--- src/rtl/dsu_command_sequencer.sv ---
`default_nettype none
// ============================================================================
// Module : dsu_command_sequencer
// Brief  : Host command sequencer for the core debug controller; one response
//          per accepted command.
// Rev    : 1.0
// ============================================================================
module dsu_command_sequencer #(
  parameter int BP_NUMB        = 8,
  parameter int ADDR_WIDTH     = 32,
  parameter int TIMEOUT_CYCLES = 1024,
  parameter int THREAD_NUMB    = 8,
  parameter int THREAD_ID_W    = (THREAD_NUMB > 1) ? $clog2(THREAD_NUMB) : 1
) (
  input  logic                                   clk,
  input  logic                                   rst_n,
  input  logic                                   cmd_valid_i,
  output logic                                   cmd_ready_o,
  input  logic [2:0]                             cmd_opcode_i,
  input  logic [2:0]                             cmd_index_i,
  input  logic [ADDR_WIDTH-1:0]                  cmd_data_i,
  output logic                                   rsp_valid_o,
  input  logic                                   rsp_ready_i,
  output logic [ADDR_WIDTH-1:0]                  rsp_data_o,
  output logic                                   rsp_error_o,
  output logic                                   dsu_enable_o,
  output logic                                   dsu_single_step_o,
  output logic                                   dsu_thread_selection_o,
  output logic [THREAD_ID_W-1:0]                 dsu_thread_id_o,
  output logic [BP_NUMB-1:0][ADDR_WIDTH-1:0]     dsu_breakpoint_o,
  output logic [BP_NUMB-1:0]                     dsu_breakpoint_enable_o,
  output logic                                   ext_freeze_o,
  output logic                                   resume_o,
  input  logic                                   freeze_i,
  input  logic                                   dsu_hit_breakpoint_i,
  input  logic [THREAD_ID_W-1:0]                 dsu_bp_thread_id_i,
  input  logic [THREAD_NUMB-1:0][ADDR_WIDTH-1:0] dsu_bp_instruction_i
);

  localparam int               CNT_W      = $clog2(TIMEOUT_CYCLES + 1);
  localparam logic [CNT_W-1:0] TIMEOUT    = CNT_W'(TIMEOUT_CYCLES);
  localparam logic [2:0]       OP_NOP     = 3'd0;
  localparam logic [2:0]       OP_SET_BP  = 3'd1;
  localparam logic [2:0]       OP_EN_BP   = 3'd2;
  localparam logic [2:0]       OP_CONFIG  = 3'd3;
  localparam logic [2:0]       OP_HALT    = 3'd4;
  localparam logic [2:0]       OP_RESUME  = 3'd5;
  localparam logic [2:0]       OP_STATUS  = 3'd6;
  localparam logic [2:0]       OP_READ_PC = 3'd7;

  typedef enum logic [2:0] {
    S_IDLE, S_EXEC, S_HALT_WAIT, S_RESUME_WAIT, S_RESP
  } state_e;

  state_e                             state_q, state_d;
  logic [2:0]                         op_q, op_d, idx_q, idx_d;
  logic [ADDR_WIDTH-1:0]              data_q, data_d, rsp_data_q, rsp_data_d;
  logic                               rsp_err_q, rsp_err_d;
  logic [CNT_W-1:0]                   cnt_q, cnt_d;
  logic                               en_q, en_d, ss_q, ss_d, tsel_q, tsel_d;
  logic [THREAD_ID_W-1:0]             tid_q, tid_d;
  logic [BP_NUMB-1:0][ADDR_WIDTH-1:0] bp_q, bp_d;
  logic [BP_NUMB-1:0]                 bpen_q, bpen_d;
  logic                               sticky_q, sticky_d, resume_q, resume_d;
  logic                               sticky_clr;
  logic [31:0]                        idx_ext;
  logic [ADDR_WIDTH-1:0]              pc_sel, status;

  assign idx_ext = {29'd0, idx_q};

  always_comb begin
    pc_sel = '0;
    for (int i = 0; i < THREAD_NUMB; i++) begin
      if (idx_ext == 32'(i)) pc_sel = dsu_bp_instruction_i[i];
    end
    status                     = '0;
    status[8 +: THREAD_ID_W]   = dsu_bp_thread_id_i;
    status[3]                  = sticky_q;
    status[2]                  = dsu_hit_breakpoint_i;
    status[1]                  = en_q;
    status[0]                  = freeze_i;
  end

  always_comb begin
    state_d    = state_q;
    op_d       = op_q;
    idx_d      = idx_q;
    data_d     = data_q;
    rsp_data_d = rsp_data_q;
    rsp_err_d  = rsp_err_q;
    en_d       = en_q;
    ss_d       = ss_q;
    tsel_d     = tsel_q;
    tid_d      = tid_q;
    bp_d       = bp_q;
    bpen_d     = bpen_q;
    resume_d   = 1'b0;
    sticky_clr = 1'b0;
    cnt_d      = (cnt_q == TIMEOUT) ? cnt_q : cnt_q + 1'b1;

    case (state_q)
      S_IDLE: begin
        if (cmd_valid_i) begin
          op_d    = cmd_opcode_i;
          idx_d   = cmd_index_i;
          data_d  = cmd_data_i;
          state_d = S_EXEC;
        end
      end
      S_EXEC: begin
        state_d    = S_RESP;
        rsp_data_d = '0;
        rsp_err_d  = 1'b0;
        case (op_q)
          OP_NOP: ;
          OP_SET_BP: begin
            if (idx_ext < 32'(BP_NUMB)) begin
              for (int i = 0; i < BP_NUMB; i++) begin
                if (idx_ext == 32'(i)) bp_d[i] = data_q;
              end
            end else begin
              rsp_err_d = 1'b1;
            end
          end
          OP_EN_BP:  bpen_d = data_q[BP_NUMB-1:0];
          OP_CONFIG: begin
            en_d   = data_q[0];
            ss_d   = data_q[1];
            tsel_d = data_q[2];
            tid_d  = data_q[8 +: THREAD_ID_W];
          end
          OP_HALT:   state_d = S_HALT_WAIT;
          OP_RESUME: begin
            if (freeze_i) begin
              resume_d   = 1'b1;
              sticky_clr = 1'b1;
              state_d    = S_RESUME_WAIT;
            end else begin
              rsp_err_d = 1'b1;
            end
          end
          OP_STATUS: rsp_data_d = status;
          OP_READ_PC: begin
            if (idx_ext < 32'(THREAD_NUMB)) rsp_data_d = pc_sel;
            else                            rsp_err_d  = 1'b1;
          end
          default: ;
        endcase
      end
      S_HALT_WAIT: begin
        if (freeze_i) begin
          state_d = S_RESP;
        end else if (cnt_q == TIMEOUT) begin
          rsp_err_d = 1'b1;
          state_d   = S_RESP;
        end
      end
      S_RESUME_WAIT: begin
        if (!freeze_i) begin
          state_d = S_RESP;
        end else if (cnt_q == TIMEOUT) begin
          rsp_err_d = 1'b1;
          state_d   = S_RESP;
        end
      end
      S_RESP: begin
        if (rsp_ready_i) state_d = S_IDLE;
      end
      default: state_d = S_IDLE;
    endcase

    // A hit in the same cycle as the resume clear must not be lost.
    sticky_d = dsu_hit_breakpoint_i ? 1'b1 : (sticky_clr ? 1'b0 : sticky_q);
    if (state_d != state_q) cnt_d = '0;
  end

  always_ff @(posedge clk or negedge rst_n) begin
    if (!rst_n) begin
      state_q    <= S_IDLE;
      op_q       <= '0;
      idx_q      <= '0;
      data_q     <= '0;
      rsp_data_q <= '0;
      rsp_err_q  <= 1'b0;
      cnt_q      <= '0;
      en_q       <= 1'b0;
      ss_q       <= 1'b0;
      tsel_q     <= 1'b0;
      tid_q      <= '0;
      bp_q       <= '0;
      bpen_q     <= '0;
      sticky_q   <= 1'b0;
      resume_q   <= 1'b0;
    end else begin
      state_q    <= state_d;
      op_q       <= op_d;
      idx_q      <= idx_d;
      data_q     <= data_d;
      rsp_data_q <= rsp_data_d;
      rsp_err_q  <= rsp_err_d;
      cnt_q      <= cnt_d;
      en_q       <= en_d;
      ss_q       <= ss_d;
      tsel_q     <= tsel_d;
      tid_q      <= tid_d;
      bp_q       <= bp_d;
      bpen_q     <= bpen_d;
      sticky_q   <= sticky_d;
      resume_q   <= resume_d;
    end
  end

  assign cmd_ready_o             = (state_q == S_IDLE);
  assign rsp_valid_o             = (state_q == S_RESP);
  assign rsp_data_o              = rsp_data_q;
  assign rsp_error_o             = rsp_err_q;
  assign ext_freeze_o            = (state_q == S_HALT_WAIT);
  assign resume_o                = resume_q;
  assign dsu_enable_o            = en_q;
  assign dsu_single_step_o       = ss_q;
  assign dsu_thread_selection_o  = tsel_q;
  assign dsu_thread_id_o         = tid_q;
  assign dsu_breakpoint_o        = bp_q;
  assign dsu_breakpoint_enable_o = bpen_q;

endmodule
`default_nettype wire
--- config.mk ---
export PLATFORM = sky130hd
export DESIGN_NAME = dsu_command_sequencer
export DESIGN_NICKNAME = d
export VERILOG_FILES = /design/src/rtl/dsu_command_sequencer.sv
export SDC_FILE = /design/constraint.sdc
export NUM_CORES = 1
export LEC_CHECK = 0
export CAP_MARGIN = 15
export CORE_AREA = 4 4 238 240
export DETAILED_ROUTE_END_ITERATION = 8
export DIE_AREA = 0 0 242 244
export PLACE_DENSITY = 0.59
export SYNTH_ARGS = -nofsm -noshare
export SYNTH_HDL_FRONTEND = slang
export SYNTH_SLANG_ARGS = --single-unit
--- constraint.sdc ---
create_clock -name clk -period 6.4 [get_ports clk]
set_input_delay 1.28 -clock clk [delete_from_list [all_inputs] [get_ports clk]]
set_output_delay 1.28 -clock clk [all_outputs]
set_load 0.05 [all_outputs]
==> metrics.csv, run 1 <==
stage,metric,value,unit
run_status,status,finished clean,
finish,share of layout cells above drive strength 1,24.24,%
place,HPWL Detailed,43720,um
critical_path,critical path class,reg -> out,
critical_path,CP max FO,12,
worst_hold_path,HP Start,rsp_error_o,
worst_hold_path,Worst Hold Class,reg -> reg,
timing,setup_tns,0,ns
critical_path,Most Frequent Cell on Critical Path,inv_1,
logic_synthesis,sequential area share after synthesis,56.53,%
logic_synthesis,predominant post-synthesis flop cell,dfrtp_1,
critical_path,Buf/Inv on CP,3,
die,Die Span Y,244,um
timing,hold violation total from the final report,0,
timing,Final Critical Period,3.747,ns
finish,multi-input logic area,6455,um2
place,RePlAce Congestion,0.9140,
logic_synthesis,register bit total from synthesis,357,
clocking,postcts setup bufs,0,
logic_synthesis,Syn Inst Count,1162,
route,DRC Markers,0,
timing,final setup fails,0,
critical_path,max incr delay on CP,0.82,ns
logic_synthesis,Synth area leaders,"dfrtp_1 (57%), mux2_2 (23%), mux2i_1 (3.7%), a221oi_1 (1.9%), a22o_1 (1.4%)",
global_route,vias in the first global route,13060,
timing,fin. max-slew vios,0,
die,row count,86,
logic_synthesis,Synth area leader,dfrtp_1,
critical_path,reg2reg path depth,4,
timing,worst relative slew slack,21.42,%
place,I/O Buffers,609,
worst_hold_path,Hold Crit Depth,2,
global_route,Overflow after GRT,0,
critical_path,crit-path cells,inv_1 > or3_1 > inv_1 > clkdlybuf4s50_1,
logic_synthesis,area of the mapped netlist,15800,um2
power_and_ir_drop,Pleak,10.60,nW
timing,fmax,266.9,MHz
logic_synthesis,syn_area_per_cell,13.60,um2
timing,Slew @ Worst Pin,1.179,ns
run,max-cap violations,0,
die,Ports,610,
critical_path,CP required,5.12,ns
die,Initial Utilization,28.91,%
critical_path,arrival time at the worst endpoint,2.47,ns
critical_path,"Slowest-stage cell, CP",clkdlybuf4s50_1,
die,die width,242,um
logic_synthesis,Yosys top cell area share,56.53,%
finish,fillcell total,5105,
clocking,CTS Sinks,357,
clocking,Root Buffer,clkbuf_16,
logic_synthesis,unique cell type count in the Yosys netlist,53,
die,die area,59050,um2
critical_path,Worst Setup End Kind,output pin,
route,total routed wirelength,61340,um
clocking,CTS tree,yes,
logic_synthesis,Ys Warns,0,
global_route,initial antenna violation count,8,
clocking,CTS Buf Count,41,
global_route,first-pass GRT wire length,90520,um
timing,"Period Utilization, post-route",58.54,%
clocking,H-tree depth,2,
route,routed via count,12123,
route,Antenna Violating Nets Remaining,0,
critical_path,R2R Path End,dsu_breakpoint_o[120],
clocking,clock buffer depth,3,
critical_path,Crit Reg-Reg Startpoint,state_q[1],
timing,Worst Skew,0.02016,ns
clocking,Clock Latency Late Sink,0.56,ns
route,DRC marker count from the first detailed-route iteration,442,
timing,hold slack,0.4953,ns
worst_hold_path,WHS Endpoint,rsp_error_o,
timing,RSZ-0062 raised after global routing,no,
route,WL/cell,24.73,um
finish,register area,8945,um2
finish,Final nets,2045,
logic_synthesis,asr flop ratio synth,100.0,%
clocking,CTS Hold Bufs,0,
critical_path,flop2flop setup slack,3.23,ns
die,area of the core,54660,um2
critical_path,crit start category,flip-flop,
power_and_ir_drop,cell area power density,449.5,nW/um2
logic_synthesis,post-synth net total,1467,
logic_synthesis,Post-synth EDFFs,0,
power_and_ir_drop,worst vdd ir,0.0002436,V
finish,Area growth syn-to-layout,51.30,%
route,drt first pass iters,4,
clocking,post-CTS sizing,0,
global_route,GRT Total Usage,20.14,%
route,DR vias/cell,4.888,
critical_path,crit-path leading delay family,buffers and inverters,
global_route,largest net degree at the start of global routing,166,
clocking,Clock Pin Slew Worst Setup and Hold Paths,0.06,ns
per-stage QoR:
stage / setup WS, ns / area, um2 / utilization (%) / power (mW) / cells
global route: 2.538 / 23910 / 43.74 / 11.27 / 2480
finish: 2.653 / 23910 / 43.74 / 10.75 / 2480
floorplan: 3.282 / 15800 / - / 6.527 / 1162
CTS: 2.616 / 23900 / 43.72 / 10.89 / 2474
detailed placement: 3.137 / 22560 / 41.28 / 8.511 / 2401
global placement: 3.173 / 22540 / 41.23 / 8.441 / 2400
routing by layer:
layer  vias to the layer above  GRT usage (%)  routed length (um)
li1                       5419              -                   -
met5                         -              0                  23
met4                         4          5.993                1715
met3                        89          8.037                5668
met1                      6137          23.49               23800
met2                       474          34.36               30130
how the worst max path moves through the flow:
stage / startpoint / endpoint / slack [ns] / cells past startpoint
finish: state_q[2] / rsp_valid_o / 2.65 / 4
global route: state_q[2] / rsp_valid_o / 2.54 / 4
CTS: state_q[2] / rsp_valid_o / 2.62 / 4
detailed placement: freeze_i / cnt_q[9] / 3.14 / 6
global placement: freeze_i / cnt_q[9] / 3.17 / 6
floorplan: state_q[1] / ext_freeze_o / 3.28 / 2
flip-flops by register name, indices dropped and copies added, names as in the netlist:
signal and count:
dsu_breakpoint_o 256, data_q 32, rsp_data_o 32, cnt_q 11, dsu_breakpoint_enable_o 8, dsu_thread_id_o 3, idx_q 3, op_q 3
state_q 3, dsu_enable_o 1, dsu_single_step_o 1, dsu_thread_selection_o 1, resume_o 1, rsp_error_o 1, sticky_q 1
tightest hold or removal path: cells and delay by family (launching register included):
kind / cells / cell delay [ns]
flops: 1 / 0.34
simple gates: 2 / 0.12
power breakdown:
part	leakage (nW)	switching, mW	internal (mW)
sequential	4.80	0.761	2.84
clock	0.656	0.957	1.36
combinational	5.15	2.95	1.88
total	10.6	4.67	6.08
cell usage after synthesis (all sizes together), types with 7 or more instances:
library cell / number
a221oi: 35
o21ai: 40
nor2: 23
mux2i: 58
a221o: 7
o22ai: 28
dfrtp: 357
a22o: 26
nor2b: 7
clkbuf: 42
nand2: 38
nand3: 9
buf: 49
mux2: 335
nand2b: 30
cell type report:
cell class                 instances  share of cell area (%)
timing repair buffer             626                   26.18
sequential                       357                   37.41
inverter                           6                 0.09419
clock buffer                      61                   5.070
tap                              704                   3.684
antenna                            6                 0.06279
clock inverter                    12                  0.5023
multi-input combinational        708                   26.99
kinds of logic (layout without fill, tap and decap cells):
group	count (synthesis)	count (layout)	share of synthesized area, %
compound gates	163	163	7.529
xor+xnor	10	10	0.5542
fa+ha+maj	2	2	0.1583
buf+inv	97	705	2.771
flops	357	357	56.53
mux	393	393	27.54
other cells	0	6	0
simple gates	140	140	4.917
placed cells by master, fill, tap and decap left out, types with 5 or more instances in the layout:
| cell type | instances |
|---|---|
| clkbuf_1 | 10 |
| mux2i_1 | 58 |
| nand2b_1 | 30 |
| a2bb2oi_1 | 6 |
| clkdlybuf4s50_1 | 608 |
| a21o_1 | 6 |
| mux2_2 | 329 |
| inv_1 | 6 |
| nor2_1 | 22 |
| and3_1 | 5 |
| xor2_1 | 5 |
| clkbuf_16 | 42 |
| nand3_1 | 6 |
| dfrtp_1 | 354 |
| o21ai_0 | 40 |
| nor2b_1 | 6 |
| diode_2 | 6 |
| a221oi_1 | 35 |
| nand2_1 | 37 |
| clkinv_2 | 7 |
| o22ai_1 | 28 |
| xnor2_1 | 5 |
| a221o_1 | 7 |
| mux2_1 | 6 |
| clkbuf_8 | 9 |
| buf_4 | 15 |
| a22o_1 | 26 |
| nor3b_1 | 5 |
Power figures use the tool's default switching activity.
==> inputs of run 2 (changes only) <==
--- a/config.mk
+++ b/config.mk
@@ -9,7 +9,7 @@
 export CORE_AREA = 4 4 238 240
 export DETAILED_ROUTE_END_ITERATION = 8
 export DIE_AREA = 0 0 242 244
-export PLACE_DENSITY = 0.59
+export PLACE_DENSITY = 0.61
 export SYNTH_ARGS = -nofsm -noshare
 export SYNTH_HDL_FRONTEND = slang
 export SYNTH_SLANG_ARGS = --single-unit
==> constraint.sdc (replaced) <==
create_clock -name clk -period 3.15 [get_ports clk]
set_input_delay 0.63 -clock clk [delete_from_list [all_inputs] [get_ports clk]]
set_output_delay 0.63 -clock clk [all_outputs]
set_load 0.05 [all_outputs]
==> run 2 against run 1 <==
Compared with the run above:
- setup slack worse by 2.4 ns
- via count about the same
- register-to-register slack worse by 2.7 ns
==> metrics.csv, run 2 (synthesis gave the netlist of run 1 again) <==
stage,metric,value,unit,change
timing,worst relative slew slack,47.37,%,was 21.42%
critical_path,arrival time at the worst endpoint,2.24,ns,was 2.47 ns
die,area of the core,54660,um2,unchanged
clocking,CTS Sinks,357,,unchanged
route,routed via count,12113,,was 12.12k
die,Die Span Y,244,um,unchanged
finish,Area growth syn-to-layout,52.97,%,was 51.30%
timing,final setup fails,0,,unchanged
clocking,clock buffer depth,3,,unchanged
run_status,status,finished clean,,unchanged
timing,fin. max-slew vios,0,,unchanged
clocking,Root Buffer,clkbuf_16,,unchanged
place,I/O Buffers,609,,unchanged
global_route,initial antenna violation count,3,,was 8
critical_path,CP required,2.52,ns,was 5.12 ns
timing,RSZ-0062 raised after global routing,no,,unchanged
route,drt first pass iters,5,,was 4
critical_path,Worst Setup End Kind,output pin,,unchanged
clocking,CTS Buf Count,42,,was 41
critical_path,Worst setup endpoint,ext_freeze_o,,was rsp_valid_o
die,row count,86,,unchanged
die,die width,242,um,unchanged
finish,Final Cell Area,24180,um2,was 23910 um2
finish,"most common cell after layout, fill and taps aside",clkdlybuf4s50_1,,unchanged
route,WL/cell,24.59,um,was 24.73 um
critical_path,"Slowest-stage cell, CP",clkdlybuf4s50_1,,unchanged
global_route,GR Util met2,34.46,%,was 34.36%
global_route,Overflow after GRT,0,,unchanged
finish,most frequent cells in the layout,"clkdlybuf4s50_1 (607), dfrtp_1 (354), mux2_2 (329), mux2i_1 (58), clkbuf_16 (42)",,"was clkdlybuf4s50_1 (608), dfrtp_1 (354), mux2_2 (329), mux2i_1 (58), clkbuf_16 (42)"
timing,Worst Skew,0.01903,ns,was 0.02016 ns
finish,fin cells,2505,,was 2480
worst_hold_path,Worst Hold Class,in -> async,,was reg -> reg
route,DR vias/cell,4.836,,was 4.888
timing,setup_tns,0,ns,unchanged
power_and_ir_drop,worst vdd ir,0.0005180,V,was 0.0002436 V
run,max-cap violations,0,,unchanged
finish,Final nets,2072,,was 2045
power_and_ir_drop,cell area power density,912.0,nW/um2,was 449.5 nW/um2
global_route,first-pass GRT wire length,91090,um,was 90520 um
timing,Final Critical Period,2.868,ns,
global_route,met1 track demand over resource,23.36,%,was 23.49%
route,Antenna Violating Nets Remaining,0,,unchanged
timing,Final WS setup,0.2817,ns,was 2.653 ns
route,DRC marker count from the first detailed-route iteration,532,,was 442
finish,final core utilization,44.23,%,was 43.74%
die,Ports,610,,unchanged
clocking,Clock Latency Late Sink,0.55,ns,was 0.56 ns
finish,share of layout cells above drive strength 1,25.81,%,was 24.24%
place,placed cells,2427,,was 2401
critical_path,crit-path cells,buf_4 > nor3b_1 > clkdlybuf4s50_1,,was inv_1 > or3_1 > inv_1 > clkdlybuf4s50_1
clocking,CTS tree,yes,,unchanged
critical_path,CP max FO,13,,was 12
timing,fmax,348.6,MHz,
clocking,H-tree depth,2,,unchanged
timing,hold violation total from the final report,0,,unchanged
die,Initial Utilization,28.91,%,unchanged
die,die area,59050,um2,unchanged
critical_path,flop2flop setup slack,0.57,ns,was 3.23 ns
timing,Slew @ Worst Pin,0.7865,ns,was 1.179 ns
critical_path,reg2reg path depth,7,,was 4
global_route,GRT Total Usage,20.30,%,was 20.14%
place,dpl cell area,22790,um2,was 22560 um2
critical_path,critical path class,reg -> out,,unchanged
route,DRC Markers,0,,unchanged
critical_path,crit start category,flip-flop,,unchanged
timing,"Period Utilization, post-route",91.06,%,
global_route,GR peak layer,met2,,unchanged
critical_path,Crit Reg-Reg Startpoint,state_q[0],,was state_q[1]
place,dpl ws,0.5445,ns,was 3.137 ns
clocking,Clock Pin Slew Worst Setup and Hold Paths,0.06,ns,about the same
global_route,met3 Track Usage GR,8.037,%,unchanged
place,RePlAce Congestion,0.9383,,was 0.9140
route,total routed wirelength,61610,um,was 61340 um
power_and_ir_drop,Pleak,10.77,nW,was 10.60 nW
global_route,vias in the first global route,13360,,was 13.06k
global_route,largest net degree at the start of global routing,83,,was 166
critical_path,Critical path origin,state_q[1],,was state_q[2]
finish,max reg flops,256,,unchanged
critical_path,max incr delay on CP,0.88,ns,was 0.82 ns
critical_path,R2R Path End,dsu_breakpoint_o[133],,was dsu_breakpoint_o[120]
place,HPWL Detailed,45420,um,was 43720 um
run 2: cell type report:
class	instances	area [um2]
inverter	6	22.52
timing repair buffer	652	6489
tap	704	880.8
fill	5033	30490
clock buffer	57	1227
multi-input combinational	708	6455
antenna	3	7.507
clock inverter	18	148.9
sequential	357	8945
run 2: through the flow:
stage | total power [mW] | hold slack (ns)
global placement | 17.35 | 0.4689
detailed placement | 17.43 | 0.4771
finish | 22.05 | 0.07808
floorplan | 13.26 | 0.3344
global route | 23.13 | 0.1057
CTS | 22.34 | 0.08085
run 2: worst min path at each step:
stage	startpoint	to
floorplan	rst_n	cnt_q[0]
global placement	dsu_breakpoint_o[142]	dsu_breakpoint_o[142]
detailed placement	dsu_breakpoint_o[142]	dsu_breakpoint_o[142]
CTS	rst_n	dsu_breakpoint_o[81]
global route	rst_n	dsu_breakpoint_o[81]
finish	rst_n	dsu_breakpoint_o[178]
run 2: timing repair:
| item | in CTS | in global routing |
|---|---|---|
| gates resized for setup | 0 | 1 |
| setup buffers | 0 | 0 |
| setup endpoints to repair | 0 | 1 |
| hold buffers | 0 | 0 |
| endpoints found under the hold margin | 0 | 0 |
run 2: power breakdown:
group	total, mW	switching [mW]	internal [mW]
Combinational	10.0	6.12	3.90
Sequential	7.25	1.47	5.78
Clock	4.78	1.95	2.82
Total	22.0	9.55	12.5
run 2: worst max-delay path: cells and delay by family (launching register included):
kind	cells	cell delay, ns
AND/OR/NAND/NOR	1	0.23
buffers and inverters	2	1.08
flip-flops	1	0.39
run 2: per-layer routing:
| layer | up-vias | routed length, um |
|---|---|---|
| met5 | - | 0 |
| met2 | 435 | 29840 |
| met3 | 90 | 5503 |
| met1 | 6108 | 24060 |
| li1 | 5480 | - |
| met4 | 0 | 2203 |
==> inputs of run 3 (changes only) <==
--- a/config.mk
+++ b/config.mk
@@ -5,7 +5,6 @@
 export SDC_FILE = /design/constraint.sdc
 export NUM_CORES = 1
 export LEC_CHECK = 0
-export CAP_MARGIN = 15
 export CORE_AREA = 4 4 238 240
 export DETAILED_ROUTE_END_ITERATION = 8
 export DIE_AREA = 0 0 242 244
==> constraint.sdc (replaced) <==
create_clock -name clk -period 3.15 [get_ports clk]
set_input_delay 0.4725 -clock clk [delete_from_list [all_inputs] [get_ports clk]]
set_output_delay 0.4725 -clock clk [all_outputs]
set_load 0.05 [all_outputs]
==> run 3 against run 2 <==
Compared with the run above:
- clock power down 2%
- combinational power about the same
- routed wire length down 0.41%
- critical endpoint is now rsp_valid_o
- sequential share of layout area about the same
- critical path type unchanged
- sequential cell count unchanged
- worst hold slack better by 0.41 ns
- total power down 0.61%
- global-route usage about the same
- cell count unchanged
- core utilization about the same
- first-iteration DRC count down 35%
- die area unchanged
==> metrics.csv, run 3 (synthesis gave the netlist of run 1 again) <==
stage,metric,value,unit,change
finish,final core utilization,44.23,%,about the same
place,I/O Buffers,609,,unchanged
route,DR vias/cell,4.865,,was 4.836
global_route,initial antenna violation count,6,,was 3
clocking,CTS Hold Bufs,1,,was 0
timing,Worst Skew,0.02056,ns,was 0.01903 ns
global_route,Overflow after GRT,0,,unchanged
die,die area,59050,um2,unchanged
finish,fillcell total,5023,,was 5033
route,DRC Markers,0,,unchanged
critical_path,critical path class,reg -> out,,unchanged
power_and_ir_drop,cell area power density,906.3,nW/um2,was 912.0 nW/um2
finish,max reg flops,256,,unchanged
critical_path,Worst setup endpoint,rsp_valid_o,,was ext_freeze_o
critical_path,arrival time at the worst endpoint,2.46,ns,was 2.24 ns
clocking,postcts setup bufs,0,,unchanged
critical_path,R2R Path End,dsu_breakpoint_o[4],,was dsu_breakpoint_o[133]
route,WL/cell,24.49,um,was 24.59 um
power_and_ir_drop,worst vdd ir,0.0006440,V,was 0.0005180 V
global_route,first-pass GRT wire length,91290,um,was 91090 um
critical_path,Critical path origin,state_q[1],,unchanged
critical_path,flop2flop setup slack,0.63,ns,was 0.57 ns
timing,worst relative slew slack,41.79,%,was 47.37%
die,Die Span Y,244,um,unchanged
clocking,post-CTS sizing,0,,unchanged
die,die width,242,um,unchanged
route,total routed wirelength,61350,um,was 61610 um
timing,Final Critical Period,2.929,ns,was 2.868 ns
global_route,GRT Total Usage,20.30,%,about the same
place,HPWL Detailed,45390,um,was 45420 um
timing,setup_tns,0,ns,unchanged
die,area of the core,54660,um2,unchanged
global_route,vias in the first global route,13419,,was 13.36k
run,max-cap violations,0,,unchanged
worst_hold_path,Worst Hold Class,reg -> reg,,was in -> async
finish,share of layout cells above drive strength 1,25.28,%,was 25.81%
critical_path,crit start category,flip-flop,,unchanged
clocking,Clock Latency Late Sink,0.56,ns,was 0.55 ns
clocking,clock buffer depth,3,,unchanged
run_status,status,finished clean,,unchanged
timing,fmax,341.4,MHz,was 348.6 MHz
finish,most frequent cells in the layout,"clkdlybuf4s50_1 (608), dfrtp_1 (354), mux2_2 (329), mux2i_1 (58), clkbuf_16 (42)",,"was clkdlybuf4s50_1 (607), dfrtp_1 (354), mux2_2 (329), mux2i_1 (58), clkbuf_16 (42)"
timing,Slew @ Worst Pin,0.8732,ns,was 0.7865 ns
timing,RSZ-0062 raised after global routing,no,,unchanged
power_and_ir_drop,Pleak,10.75,nW,was 10.77 nW
finish,Area growth syn-to-layout,52.98,%,was 52.97%
clocking,Root Buffer,clkbuf_16,,unchanged
clocking,Clock Pin Slew Worst Setup and Hold Paths,0.05,ns,was 0.06 ns
critical_path,CP max FO,15,,was 13
finish,Final nets,2070,,was 2072
route,drt first pass iters,7,,was 5
critical_path,reg2reg path depth,5,,was 7
global_route,largest net degree at the start of global routing,97,,was 83
finish,"most common cell after layout, fill and taps aside",clkdlybuf4s50_1,,unchanged
critical_path,CP required,2.68,ns,was 2.52 ns
critical_path,Worst Setup End Kind,output pin,,unchanged
critical_path,Crit Reg-Reg Startpoint,state_q[0],,unchanged
route,routed via count,12187,,was 12.11k
timing,hold violation total from the final report,0,,unchanged
route,DRC marker count from the first detailed-route iteration,345,,was 532
clocking,CTS Sinks,357,,unchanged
die,Ports,610,,unchanged
timing,"Period Utilization, post-route",92.98,%,was 91.06%
timing,final setup fails,0,,unchanged
die,row count,86,,unchanged
clocking,CTS Buf Count,41,,was 42
clocking,CTS tree,yes,,unchanged
route,Antenna Violating Nets Remaining,0,,unchanged
clocking,H-tree depth,2,,unchanged
timing,fin. max-slew vios,0,,unchanged
die,Initial Utilization,28.91,%,unchanged
place,RePlAce Congestion,0.9742,,was 0.9383
[run 3: cell types whose count changed in the layout (fill, tap and decap cells not counted), sizes merged]
cell,before,now
dlygate4sd3,0,1
clkinv,12,9
clkinvlp,3,1
clkbuf,57,62
dlymetal6s2s,1,0
buf,44,42
clkdlybuf4s50,607,608
diode,3,5
inv,8,7
[run 3: layout make-up]
class | count | area (um2) | share of cell area [%]
inverter | 6 | 22.52 | 0.09315
timing repair buffer | 651 | 6519 | 26.96
clock buffer | 62 | 1226 | 5.072
antenna | 5 | 12.51 | 0.05175
clock inverter | 12 | 116.4 | 0.4813
multi-input combinational | 708 | 6455 | 26.70
sequential | 357 | 8945 | 37.00
tap | 704 | 880.8 | 3.643
[run 3: worst min-delay path by stage]
stage,start,to,cells past startpoint
after detailed placement,dsu_breakpoint_o[130],dsu_breakpoint_o[130],1
after floorplan,rst_n,cnt_q[0],0
final,dsu_breakpoint_o[130],dsu_breakpoint_o[130],1
after CTS,sticky_q,sticky_q,1
after global placement,dsu_breakpoint_o[142],dsu_breakpoint_o[142],1
after global routing,cmd_data_i[1],data_q[1],2
[run 3: worst max-delay path, stage by stage (launching register included)]
cell and delay [ns]:
dfrtp_1 0.38, buf_4 0.18, or3_1 0.43, inv_1 0.07, clkdlybuf4s50_1 0.85
[run 3: metal layers]
layer	part of all wire, %	wire length, um	global-route usage [%]
met5	0.013	8	0
met1	39	24210	23.53
met4	3.2	1936	7.086
met3	8.3	5095	7.445
met2	49	30100	34.77
[run 3: where the power goes]
part	leakage [nW]	total, mW	internal, mW	switching [mW]
clock network	0.663	4.68	2.78	1.90
logic	5.29	9.91	3.87	6.03
registers	4.80	7.32	5.78	1.54
total	10.7	21.9	12.4	9.48
[run 3: metrics by stage]
step	power [mW]	hold WS [ns]	instances	setup slack [ns]	instance area [um2]
CTS	22.21	0.4867	2500	0.1869	24160
floorplan	13.26	0.1769	1162	0.1422	15800
global route	22.99	0.5038	2505	0.1442	24180
global placement	17.33	0.4694	2425	0.5468	22810
finish	21.91	0.4845	2505	0.2212	24180
detailed placement	17.41	0.4759	2425	0.5534	22810
